### src/rtl/debounce.sv
// rtl/debounce.sv - FSM debouncer: a level change is accepted after DEBOUNCE_CYCLES+1 stable samples.
// Optional: define DEBOUNCE_SYNC_EN to sample in through a two-flop synchronizer.
module debounce #(
  parameter int DEBOUNCE_CYCLES = 500000
) (
  input  logic clk,
  input  logic rst,
  input  logic in,
  output logic debounced
);

  localparam int CNT_W = ($clog2(DEBOUNCE_CYCLES) < 1) ? 1 : $clog2(DEBOUNCE_CYCLES);
  localparam logic [CNT_W-1:0] CNT_LAST = CNT_W'(DEBOUNCE_CYCLES - 1);

  typedef enum logic [1:0] {
    S_ZERO  = 2'b00,
    S_WAIT1 = 2'b01,
    S_ONE   = 2'b11,
    S_WAIT0 = 2'b10
  } state_t;

  state_t           r_state;
  state_t           w_next;
  logic [CNT_W-1:0] r_cnt;
  logic [CNT_W-1:0] w_cnt_next;
  logic             w_in_s;
  logic             w_deb;
  logic             r_deb;

`ifdef DEBOUNCE_SYNC_EN
  logic [1:0] r_sync;

  always_ff @(posedge clk) begin
    if (rst) r_sync <= 2'b00;
    else     r_sync <= {r_sync[0], in};
  end

  assign w_in_s = r_sync[1];
`else
  assign w_in_s = in;
`endif

  always_ff @(posedge clk) begin
    if (rst) begin
      r_state <= S_ZERO;
      r_cnt   <= '0;
    end else begin
      r_state <= w_next;
      r_cnt   <= w_cnt_next;
    end
  end

  // Counter defaults to cleared, so every state change and both stable states reset it.
  always_comb begin
    w_next     = r_state;
    w_cnt_next = '0;
    case (r_state)
      S_ZERO: begin
        if (w_in_s) w_next = S_WAIT1;
      end
      S_WAIT1: begin
        if (!w_in_s)               w_next = S_ZERO;
        else if (r_cnt == CNT_LAST) w_next = S_ONE;
        else                        w_cnt_next = r_cnt + 1'b1;
      end
      S_ONE: begin
        if (!w_in_s) w_next = S_WAIT0;
      end
      S_WAIT0: begin
        if (w_in_s)                 w_next = S_ONE;
        else if (r_cnt == CNT_LAST) w_next = S_ZERO;
        else                        w_cnt_next = r_cnt + 1'b1;
      end
      default: w_next = S_ZERO;
    endcase
  end

  always_comb begin
    w_deb = (r_state == S_ONE) || (r_state == S_WAIT0);
  end

  always_ff @(posedge clk) begin
    if (rst) r_deb <= 1'b0;
    else     r_deb <= w_deb;
  end

  assign debounced = r_deb;

endmodule
### config.mk
export PLATFORM = sky130hd
export DESIGN_NAME = debounce
export DESIGN_NICKNAME = d
export VERILOG_FILES = /design/src/rtl/debounce.sv
export SDC_FILE = /design/constraint.sdc
export NUM_CORES = 1
export LEC_CHECK = 0
export ABC_CLOCK_PERIOD_IN_PS = 3500
export CAP_MARGIN = 20
export CORE_AREA = 2 2 45 47
export CTS_BUF_LIST = sky130_fd_sc_hd__clkbuf_4 sky130_fd_sc_hd__clkbuf_8 sky130_fd_sc_hd__clkbuf_16
export DETAILED_ROUTE_END_ITERATION = 10
export DIE_AREA = 0 0 47 49
export HOLD_SLACK_MARGIN = 0.12
export PLACE_DENSITY = 0.79
export RECOVER_POWER = 100
export SYNTH_ARGS = -nofsm -noshare
export SYNTH_HDL_FRONTEND = slang
export SYNTH_SLANG_ARGS = --single-unit
### constraint.sdc
create_clock -name clk -period 3.5 [get_ports clk]
set_clock_uncertainty 0.2 [all_clocks]
set_input_delay 0.7 -clock clk [delete_from_list [all_inputs] [get_ports clk]]
set_output_delay 0.7 -clock clk [all_outputs]
set_load 0.005 [all_outputs]
==> results.txt, run 1 <==
The run finished with clean final reports. The internal power came out at 0.345 mW. The count of TritonRoute iterations in the first routing pass came out at 4.

The number of failing setup endpoints in the final timing report is 0. After detailed placement, the total cell area comes to 1140 µm². In the routed design, unresolved DRC markers number 0. The number of H-tree levels came out at 1. STA classifies the critical path endpoint as a flop. Net switching is 25.9% of the power.

The die footprint came out at 2300 µm². Ranked by total cell area, the synthesized netlist is headed by sky130_fd_sc_hd__dfxtp_1, sky130_fd_sc_hd__xnor2_1, sky130_fd_sc_hd__nor2_1. The peak supply drop came out at 0.000224 V. In this run the worst setup path terminates at r_state[1]$_SDFFE_PP0P_. The reg-to-reg endpoint is r_cnt[18]$_SDFF_PP0_. Of all flip-flops after synthesis, the portion carrying an async set or reset was 0%.

The count of input and output buffers is 3. The detailed router finished its first iteration with 12 violations. Among cell families on the critical path, the largest total delay comes from buffers and inverters. The first global-routing pass estimated 3330 µm of wire. Clock tree synthesis selected as its root buffer the cell sky130_fd_sc_hd__clkbuf_4. Derived from the worst setup path, the maximum achievable clock frequency is 0.409 GHz.

The largest fanout of any net on the critical path is 4. After floorplanning, the core was divided into 16 placement rows. The post-synth net total came out at 133. The worst flop-to-flop path startpoint is r_cnt[0]$_SDFF_PP0_. Among all flip-flop cells after synthesis, the most frequent one is sky130_fd_sc_hd__dfxtp_1.

The sequential share of the synthesized area is 40.6%. The post-route clock period utilization came out at 69.9%. The count of inserted antenna diode cells came out at 0. The area share of the largest cell type after synthesis is 40.6%. The effective utilization at floorplan came out at 58.9%. The most numerous cell in the Yosys netlist is sky130_fd_sc_hd__dfxtp_1. The detail route stage leaves a number of antenna-violating nets equal to 0. After the last flow step, the layout net total stands at 139. In the synthesized netlist, the number of instances is 125. Setup repair after global routing left no endpoint under its margin.

Entering global routing, the biggest net connects 20 pins. The total overflow reported by the global router is 0. The area overhead of the layout relative to synthesis came out at 8.30%. The total global-route track usage came out at 19.1%.

After routing the design area is 1170 µm². The number of top-level pins is 4. The switching power summed over all nets is 0.121 mW. The slack of the worst reg-to-reg path came out at 1350 ps. Tracing the worst setup path back leads to its startpoint at in. The critical path in this run is classified as primary input to flop. The via count of the routed design came out at 878. The initial antenna violation count is 0.

The worst stage delay on the critical path is 600 ps. Routability-driven placement finished with a final weighted congestion of 0.800. The kind of path behind the tightest hold check is flop to flop. The synthesized cell area is 1080 µm².

Per report_power, the sequential group accounts for 56.7% of the total. The synthesized design spends more area on one cell type than any other, namely sky130_fd_sc_hd__dfxtp_1. The die height is 49 µm.

The worst-case headroom to the max-slew limit is 59.8%. TritonCTS built the clock tree. Yosys mapped a number of flops with a built-in enable equal to 0. The final number of hold-violating endpoints is 0. Counting instances in the post-synthesis netlist gives the leading cell types as sky130_fd_sc_hd__dfxtp_1, sky130_fd_sc_hd__nor2_1, sky130_fd_sc_hd__xnor2_1. The tool flagged a number of max-cap violations equal to 0.

For this design, the slowest cell found on the critical path is sky130_fd_sc_hd__dlygate4sd3_1. The count of buffering cells on the critical path with inverters included came out at 1. The average detailed-routed wire length per instance came out at 12.6 µm.

The number of slew-limit violations in the final report came out at 0. The total clock buffers created by CTS came out at 3. Combinational logic is responsible for 13.4% of the overall power. The core region is 1840 µm². The number of hold buffers added after CTS was 0. After synthesis the netlist holds a flip-flop and latch count of 22. The kind of launch point of the worst setup path is a primary input.

The power density over the cells is 396 nW/µm². The clock sink total is 22. The via count of the first global-routing pass is 851. The number of gates given a new drive strength after cts came out at 0.

The placed wire-length estimate came out at 1460 µm. In this run the post-CTS setup repair buffer count came out at 0. The post-synthesis cell type count came out at 32. The clock network fraction of design power came out at 29.9%. The total routed wirelength came out at 1980 µm.

The post-route setup TNS is 0 ps. The detailed-route vias per instance came out at 5.59. The shortest clock period the worst path allows after layout is 2450 ps.

The slew at the pin closest to its max-slew limit is 603 ps. Clock-pin slew was measured on the worst setup and hold paths at 120 ps. The post-synthesis area per instance came out at 8.68 µm². The number of logic stages on the critical path including buffering is 5.

For the worst setup path, the data arrival time is 2490 ps. The critical path goes through dlygate4sd3_1 -> mux2i_1 -> o21ai_0 -> or4_1 -> a21oi_1. The worst endpoint required time is 3550 ps. The depth of the worst register-to-register path came out at 5. The number of warnings reported in the yosys synthesis log came out at 0. The latest clock arrival within the worst-skew pair came out at 310 ps. The standby leakage power came out at 0.363 nW. The number of buffers on the longest clock path is 2. The die extent in x is 47 µm. The share of post-route cells with drive strength above 1 came out at 6.92%.
-- final cells by class --
class	instances	area, µm²
fill	158	667
timing repair buffer	3	30.0
clock buffer	4	36.3
tap	27	33.8
sequential	22	440
inverter	9	33.8
multi-input combinational	92	601
-- cell families after synthesis --
kind of cell             after synthesis  synth area share (%)
AO/OA/AOI/OAI                         16                  9.57
flip-flops                            22                  40.6
XOR/XNOR                              13                  10.5
buffers and inverters                 11                  4.04
multiplexers                           2                  1.85
AND/OR/NAND/NOR                       56                  27.7
adder cells (fa/ha/maj)                5                  5.77
-- flip-flops by register name (all words and copies together), names as in the netlist --
signal,flops
r_cnt,19
r_state,2
debounced,1
-- power by group through the flow --
stage	sequential [mW]	combinational [mW]	clock [mW]
after CTS	0.264	0.0632	0.142
after floorplan	0.268	0.0441	0
final	0.264	0.0623	0.139
after detailed placement	0.270	0.0630	0
after global placement	0.269	0.0570	0
after global routing	0.265	0.0716	0.152
-- metrics by stage --
step           instances  power (mW)  util, %  hold WS, ps  setup slack [ps]
2_1_floorplan        125       0.312        -          230              1520
3_3_place_gp         153       0.326     61.8          245               945
3_5_place_dp         153       0.333     61.8          250               834
4_1_cts              157       0.470     63.8          278              1150
5_1_grt              157       0.489     63.8          294               977
6_report             157       0.466     63.8          272              1050
-- how the worst min path moves through the flow --
stage                          endpoint           startpoint  slack (ps)  depth (start not counted)
CTS                 r_cnt[0]$_SDFF_PP0_  r_cnt[0]$_SDFF_PP0_         280                          1
floorplan           r_cnt[0]$_SDFF_PP0_  r_cnt[0]$_SDFF_PP0_         230                          1
detailed placement  r_cnt[0]$_SDFF_PP0_  r_cnt[0]$_SDFF_PP0_         250                          1
finish              r_cnt[0]$_SDFF_PP0_  r_cnt[0]$_SDFF_PP0_         270                          1
global route        r_cnt[0]$_SDFF_PP0_  r_cnt[0]$_SDFF_PP0_         290                          1
global placement    r_cnt[0]$_SDFF_PP0_  r_cnt[0]$_SDFF_PP0_         250                          1
-- layout by cell type (no fill, tap or decap), drive strengths merged, types with 2 or more instances in the layout --
cell         netlist  routed
nor4b              2       2
dfxtp             22      22
mux2i              2       2
nand3              6       6
xnor2             10      10
nand2              4       4
xor2               3       3
ha                 5       5
a21oi              5       5
nor4               3       3
clkbuf             0       4
nor3               5       5
nand4              5       5
dlygate4sd3        0       3
and4               2       2
nor2              21      21
inv                9       9
o21ai              5       5
or4                2       2
or3                2       2
-- metal layers --
metal / part of all wire, % / vias to the layer above / global-route usage, %
met2: 52 / 11 / 33.1
li1: - / 450 / -
met1: 45 / 415 / 22.4
met4: 0.86 / 0 / 6.02
met3: 1.7 / 2 / 4.07
met5: 0 / - / 0
-- worst register-to-register path: cells and delay by family, from the launching register on --
family	cells	cell delay, ps
adder cells (fa/ha/maj)	1	260
AND/OR/NAND/NOR	3	1070
flip-flops	1	390
AO/OA/AOI/OAI	1	160
Note: power is estimated with default switching activity, not from simulation.
==> run 2, diff against run 1 <==
==> config.mk (replaced) <==
export PLATFORM = sky130hd
export DESIGN_NAME = debounce
export DESIGN_NICKNAME = d
export VERILOG_FILES = /design/src/rtl/debounce.sv
export SDC_FILE = /design/constraint.sdc
export NUM_CORES = 1
export LEC_CHECK = 0
export ABC_CLOCK_PERIOD_IN_PS = 2000
export CAP_MARGIN = 20
export CORE_AREA = 2 2 49 51
export CTS_BUF_LIST = sky130_fd_sc_hd__clkbuf_4 sky130_fd_sc_hd__clkbuf_8 sky130_fd_sc_hd__clkbuf_16
export DETAILED_ROUTE_END_ITERATION = 10
export DIE_AREA = 0 0 51 53
export HOLD_SLACK_MARGIN = 0.12
export PLACE_DENSITY = 0.7
export RECOVER_POWER = 100
export SYNTH_ARGS = -nofsm -noshare
export SYNTH_HDL_FRONTEND = slang
export SYNTH_SLANG_ARGS = --single-unit
==> constraint.sdc (replaced) <==
create_clock -name clk -period 2 [get_ports clk]
set_clock_uncertainty 0.2 [all_clocks]
set_input_delay 0.4 -clock clk [delete_from_list [all_inputs] [get_ports clk]]
set_output_delay 0.4 -clock clk [all_outputs]
set_load 0.005 [all_outputs]
==> results.txt, run 2 (same netlist as run 1, synthesis figures left out) <==
The power density over the cells came out at 583 nW/µm² (was 396 nW/µm²). The die height is 53 µm (was 49 µm). The clock sink total is 22 (unchanged). The latest clock arrival within the worst-skew pair came out at 290 ps (was 310 ps). The largest fanout of any net on the critical path came to 4 (unchanged). The via count of the routed design is 943 (was 878). The post-place setup slack came out at -251 ps (was 834 ps). The area overhead of the layout relative to synthesis is 23.6% (was 8.30%). The post-CTS clock slew at the launch and capture registers of the worst setup and hold paths was 110 ps (was 120 ps). The standby leakage power is 0.465 nW (was 0.363 nW). The slack of the worst reg-to-reg path came out at 50 ps (was 1350 ps). The register ranked first by flip-flop count is r_cnt (unchanged). The final number of hold-violating endpoints is 0 (unchanged). Timing would allow up to 0.509 GHz. The placed standard-cell area is 1300 µm² (was 1140 µm²). The number of buffers on the longest clock path came out at 2 (unchanged). The via count of the first global-routing pass is 914 (was 851). The count of input and output buffers is 3 (unchanged).

The placement row count was 17 (was 16). The total DRC errors in the routed layout is 0 (unchanged). The post-route setup TNS is 0 ps (unchanged). The effective utilization at floorplan is 50.5% (was 58.9%). The max capacitance violation total came to 0 (unchanged).

The share of post-route cells with drive strength above 1 came out at 24.0% (was 6.92%). The total overflow reported by the global router came out at 0 (unchanged). The final instance area came out at 1340 µm² (was 1170 µm²).

The number of fill cells came to 201 (was 158). The number of DRC violations after detailed-routing iteration 0 is 16 (was 12). The flip-flop count of the largest register, all copies and words added is 19 (unchanged).

The weighted congestion at the end of routability-driven global placement came out at 0.769 (was 0.800). The final net count is 160 (was 139). The pin count of the biggest net entering global routing came out at 13 (was 20).

The class of the most critical setup path is primary input to flop (unchanged). The die extent in x came out at 51 µm (was 47 µm). The category of the worst setup path capture point is a flop (unchanged). The initial antenna violation count is 0 (unchanged). The total power of the final layout came out at 0.782 mW (was 0.466 mW). The number of failing setup endpoints in the final timing report is 0 (unchanged). The count of TritonRoute iterations in the first routing pass was 4 (unchanged). The remaining antenna violation count came out at 0 (unchanged). The die footprint is 2700 µm² (was 2300 µm²). The number of slew-limit violations in the final report came to 0 (unchanged). The kind of path behind the tightest hold check is flop to flop (unchanged). The count of inserted antenna diode cells is 0 (unchanged). The tightest hold margin is 288 ps (was 272 ps). The total clock buffers created by CTS is 3 (unchanged).

The total global-route track usage is 17.7% (was 19.1%). The worst path arrival time came out at 1990 ps (was 2490 ps). The peak supply drop is 0.000334 V (was 0.000224 V). Run status: complete, no violations (unchanged). Unrepaired setup endpoints after global routing: true (was false).

The depth of the worst register-to-register path came out at 6 (was 5). The kind of launch point of the worst setup path was a primary input (unchanged). The post-route clock period utilization came out at 98.3%. The placed wire-length estimate is 1640 µm (was 1460 µm). The total routed wirelength came to 2060 µm (was 1980 µm). The number of instances on the worst hold path was 2 (was 1). The slew at the pin closest to its max-slew limit came out at 377 ps (was 603 ps). The area of the core came out at 2150 µm² (was 1840 µm²).

The worst endpoint required time came out at 2030 ps (was 3550 ps). The detailed-route vias per instance is 5.30 (was 5.59). The worst-case headroom to the max-slew limit came out at 74.7% (was 59.8%).

Most used cells in the layout excluding fill and tap cells: sky130_fd_sc_hd__nor2_1, sky130_fd_sc_hd__buf_4, sky130_fd_sc_hd__dfxtp_1 (was sky130_fd_sc_hd__dfxtp_1, sky130_fd_sc_hd__nor2_1, sky130_fd_sc_hd__xnor2_1). The sequential cell area in the final layout is 445 µm² (was 440 µm²). The root buffer cell is sky130_fd_sc_hd__clkbuf_4 (unchanged). The average detailed-routed wire length per instance is 11.6 µm (was 12.6 µm).

The area of the multi-input gates is 617 µm² (was 601 µm²). The clock tree from TritonCTS is done (unchanged). The routed design could run at a clock period as short as 1970 ps. The number of top-level pins came out at 4 (unchanged). The final worst setup slack came to 33.9 ps (was 1050 ps). The global-route wire length before repair is 3620 µm (was 3330 µm). The number of H-tree levels is 1 (unchanged).
run 2: changes by cell type in the layout (fill, tap and decap cells not counted):
cell,delta
sky130_fd_sc_hd__dfxtp_1,-4
sky130_fd_sc_hd__dfxtp_2,+4
sky130_fd_sc_hd__clkbuf_8,-1
sky130_fd_sc_hd__dlygate4sd3_1,-2
sky130_fd_sc_hd__buf_4,+21
sky130_fd_sc_hd__clkdlybuf4s50_1,+2
sky130_fd_sc_hd__nor4b_2,+2
sky130_fd_sc_hd__mux2i_2,+1
sky130_fd_sc_hd__nor4b_1,-2
sky130_fd_sc_hd__mux2i_1,-1
run 2: path summary, 6_finish.rpt:
kind	from	to
setup / recovery	in	r_state[1]$_SDFFE_PP0P_
hold / removal	r_cnt[18]$_SDFF_PP0_	r_cnt[18]$_SDFF_PP0_
setup reg to reg	r_state[0]$_SDFFE_PP0P_	r_state[1]$_SDFFE_PP0P_
hold reg to reg	r_cnt[18]$_SDFF_PP0_	r_cnt[18]$_SDFF_PP0_
run 2: repair_timing:
action | 4_1_cts | 5_1_grt
resized for setup | 1 | 6
setup buffers | 0 | 0
endpoints found under the setup margin | 1 | 3
hold buffers | 0 | 0
pin swaps | 0 | 1
endpoints found under the hold margin | 0 | 0
run 2: area by class of cell:
class | count | share of cell area [%]
Multi-Input combinational cell | 92 | 46.0
Sequential cell | 22 | 33.2
Tap cell | 28 | 2.61
Inverter | 9 | 2.52
Clock buffer | 3 | 1.68
Timing Repair Buffer | 24 | 14.0
run 2: critical path, cell delays in order:
cell	delay [ps]
sky130_fd_sc_hd__clkdlybuf4s50_1	510
sky130_fd_sc_hd__mux2i_2	280
sky130_fd_sc_hd__a41oi_1	110
sky130_fd_sc_hd__or4_1	540
sky130_fd_sc_hd__a21oi_1	150
run 2: through the flow:
stage | cells | utilization (%)
after floorplan | 125 | -
after global placement | 175 | 60.4
after detailed placement | 175 | 60.4
after CTS | 178 | 61.5
after global routing | 178 | 62.4
final | 178 | 62.4
run 2: per-layer routing:
layer	global-route usage (%)	vias up	part of all wire (%)
li1	-	492	-
met1	20.1	437	48
met2	34.0	12	50
met3	2.54	2	1.9
met4	5.41	0	0.68
met5	0	-	0
run 2: power by group:
part           switching, mW  total, mW  internal [mW]
clock network          0.118      0.188         0.0700
logic                 0.0681      0.128         0.0604
registers             0.0134      0.466          0.452
total                  0.199      0.782          0.583
==> run 3, diff against run 2 <==
--- a/config.mk
+++ b/config.mk
@@ -7,10 +7,10 @@
 export LEC_CHECK = 0
 export ABC_CLOCK_PERIOD_IN_PS = 2000
 export CAP_MARGIN = 20
-export CORE_AREA = 2 2 49 51
+export CORE_AREA = 5 5 52 54
 export CTS_BUF_LIST = sky130_fd_sc_hd__clkbuf_4 sky130_fd_sc_hd__clkbuf_8 sky130_fd_sc_hd__clkbuf_16
 export DETAILED_ROUTE_END_ITERATION = 10
-export DIE_AREA = 0 0 51 53
+export DIE_AREA = 0 0 57 59
 export HOLD_SLACK_MARGIN = 0.12
 export PLACE_DENSITY = 0.7
 export RECOVER_POWER = 100
==> results.txt, run 3 (same netlist as run 1, synthesis figures left out) <==
The max capacitance violation total came out at 0 (unchanged). The total overflow reported by the global router was 0 (unchanged). The flip-flop count of the largest register, all copies and words added came to 19 (unchanged). The final instance area is 1360 µm² (was 1340 µm²). The cell that appears most often on the critical path is sky130_fd_sc_hd__buf_4. The worst flop-to-flop path startpoint is r_cnt[0]$_SDFF_PP0_ (was r_state[0]$_SDFFE_PP0P_). The standby leakage power came out at 0.471 nW (was 0.465 nW). The number of H-tree levels is 1 (unchanged). The sequential cell area in the final layout is 453 µm² (was 445 µm²). The average detailed-routed wire length per instance came out at 12.9 µm (was 11.6 µm). The final net count came to 159 (was 160).

The count of input and output buffers is 3 (unchanged). The met1 track demand over resource came out at 17.3% (was 20.1%). The weighted congestion at the end of routability-driven global placement came out at 0.771 (was 0.769).

Series of cell instances along the critical path: ha_1 -> buf_4 -> and4_2 -> a2111o_1 -> buf_4 -> a21oi_1 (was clkdlybuf4s50_1 -> mux2i_2 -> a41oi_1 -> or4_1 -> a21oi_1). The worst endpoint required time came out at 2040 ps (was 2030 ps). The met3 track demand over resource is 2.83% (was 2.54%). The shortest clock period the worst path allows after layout came to 1920 ps (was 1970 ps). The number of top-level pins came to 4 (unchanged). The number of fill cells was 200 (was 201). The kind of launch point of the worst setup path is a flop (was primary input). The worst-case headroom to the max-slew limit came out at 76.5% (was 74.7%). The initial antenna violation count is 0 (unchanged). The class of the most critical setup path is flop to flop (was primary input to flop). Most used cells in the layout excluding fill and tap cells: sky130_fd_sc_hd__nor2_1, sky130_fd_sc_hd__buf_4, sky130_fd_sc_hd__dfxtp_1 (unchanged).

The die extent in x is 57 µm (was 51 µm). The worst stage delay on the critical path is 370 ps (was 540 ps). The count of placed standard cells in the final layout, fillers left out is 178 (unchanged). The slew at the pin closest to its max-slew limit came to 349 ps (was 377 ps). The layer with the highest usage is met2 (unchanged).

The post-CTS setup-driven buffer insertion count is 0 (unchanged). The category of the worst setup path capture point is a flop (unchanged). The worst path arrival time came out at 1960 ps (was 1990 ps). The kind of path behind the tightest hold check is flop to flop (unchanged).

The die height is 59 µm (was 53 µm). The placement row count was 17 (unchanged). The clock tree from TritonCTS is done (unchanged). The area overhead of the layout relative to synthesis is 24.9% (was 23.6%). The area of the multi-input gates came to 617 µm² (unchanged). The register ranked first by flip-flop count is r_cnt (unchanged). The largest fanout of any net on the critical path is 19 (was 4). The slack of the worst reg-to-reg path came out at 80 ps (was 50 ps). The root buffer cell is sky130_fd_sc_hd__clkbuf_4 (unchanged). The global-route wire length before repair is 3980 µm (was 3620 µm). The number of buffers on the longest clock path is 2 (unchanged). The power density over the cells is 627 nW/µm² (was 583 nW/µm²).

Run status: complete, no violations (unchanged). The number of failing setup endpoints in the final timing report is 0 (unchanged). The latest clock arrival within the worst-skew pair is 300 ps (was 290 ps). The slowest cell on the critical path is sky130_fd_sc_hd__a2111o_1 (was sky130_fd_sc_hd__or4_1).

The number of DRC violations after detailed-routing iteration 0 came out at 23 (was 16). The placed standard-cell area came to 1300 µm² (about the same). The peak supply drop is 0.000445 V (was 0.000334 V). The met2 capacity usage during global routing is 26.6% (was 34.0%).

The timing-limited maximum frequency is 0.521 GHz (was 0.509 GHz). The detailed-route vias per instance is 5.47 (was 5.30). The count of inserted antenna diode cells is 0 (unchanged). The number of instances on the worst hold path came out at 2 (unchanged).

The total routed wirelength is 2300 µm (was 2060 µm). The total DRC errors in the routed layout was 0 (unchanged). The remaining antenna violation count came out at 0 (unchanged). The endpoint with the worst hold slack is r_cnt[18]$_SDFF_PP0_ (unchanged). The depth of the worst register-to-register path was 6 (unchanged). The post-route clock period utilization is 96.0% (was 98.3%). The share of post-route cells with drive strength above 1 is 26.7% (was 24.0%).

The total clock buffers created by CTS came out at 3 (unchanged). The placed wire-length estimate is 1660 µm (was 1640 µm). The via count of the routed design is 974 (was 943). The effective utilization at floorplan is 50.0% (was 50.5%).

The via count of the first global-routing pass is 941 (was 914). The number of slew-limit violations in the final report is 0 (unchanged). The reg-to-reg endpoint is r_cnt[17]$_SDFF_PP0_ (was r_state[1]$_SDFFE_PP0P_). The final number of hold-violating endpoints is 0 (unchanged). The clock sink total is 22 (unchanged). The area of the core is 2170 µm² (was 2150 µm²). The post-CTS clock slew at the launch and capture registers of the worst setup and hold paths came out at 120 ps (was 110 ps). The number of instances in the placed design is 174 (was 175). Leaving out fill and tap cells, the most frequent cell in the layout is sky130_fd_sc_hd__nor2_1. The count of TritonRoute iterations in the first routing pass is 4 (unchanged). The startpoint of the lowest-slack hold path was r_cnt[18]$_SDFF_PP0_ (unchanged). The die footprint is 3360 µm² (was 2700 µm²).

The total global-route track usage is 14.5% (was 17.7%). The pin count of the biggest net entering global routing is 20 (was 13).
run 3: cell count changes in the layout (fill, tap and decap cells not counted), sizes merged:
cell / change
buf: -1
clkbuf: +1
run 3: repair_timing:
item / CTS / global route
hold buffers: 0 / 0
resized for setup: 0 / 14
setup endpoints to repair: 0 / 3
run 3: worst max path at each step:
stage	from	end
floorplan	r_cnt[0]$_SDFF_PP0_	r_cnt[16]$_SDFF_PP0_
detailed placement	in	r_state[1]$_SDFFE_PP0P_
global placement	in	r_state[1]$_SDFFE_PP0P_
finish	r_cnt[0]$_SDFF_PP0_	r_cnt[17]$_SDFF_PP0_
CTS	r_cnt[1]$_SDFF_PP0_	r_cnt[16]$_SDFF_PP0_
global route	r_cnt[7]$_SDFF_PP0_	r_state[1]$_SDFFE_PP0P_
run 3: stage by stage:
step | total power, mW | worst slack [ps] | hold slack, ps | setup TNS, ps | utilization (%)
global placement | 0.596 | -183 | 266 | -186 | 60.0
global route | 0.902 | -14.3 | 362 | -24.0 | 62.5
finish | 0.850 | 80.1 | 311 | 0 | 62.5
CTS | 0.843 | 10.8 | 306 | 0 | 61.7
floorplan | 0.546 | 24.3 | 230 | 0 | -
detailed placement | 0.604 | -228 | 287 | -290 | 60.0
run 3: where the power goes:
group | internal [mW] | switching (mW)
combinational | 0.0651 | 0.0731
clock | 0.111 | 0.133
sequential | 0.455 | 0.0126
run 3: area by class of cell:
| type | count | share of cell area [%] |
|---|---|---|
| Clock buffer | 4 | 2.68 |
| Inverter | 9 | 2.49 |
| Multi-Input combinational cell | 92 | 45.5 |
| Sequential cell | 22 | 33.4 |
| Tap cell | 28 | 2.59 |
| Timing Repair Buffer | 23 | 13.3 |
run 3: routing by layer:
metal | up-vias | part of all wire [%]
li1 | 495 | -
met1 | 459 | 45
met2 | 18 | 52
met3 | 2 | 2.9
met4 | 0 | 0.61
met5 | - | 0
run 3: worst max-delay path, delay by kind of cell, from the launching register on:
kind | cells | cell delay (ps)
AO/OA/AOI/OAI | 2 | 510
buffers and inverters | 2 | 360
flip-flops | 1 | 340
AND/OR/NAND/NOR | 1 | 240
adder cells (fa/ha/maj) | 1 | 220
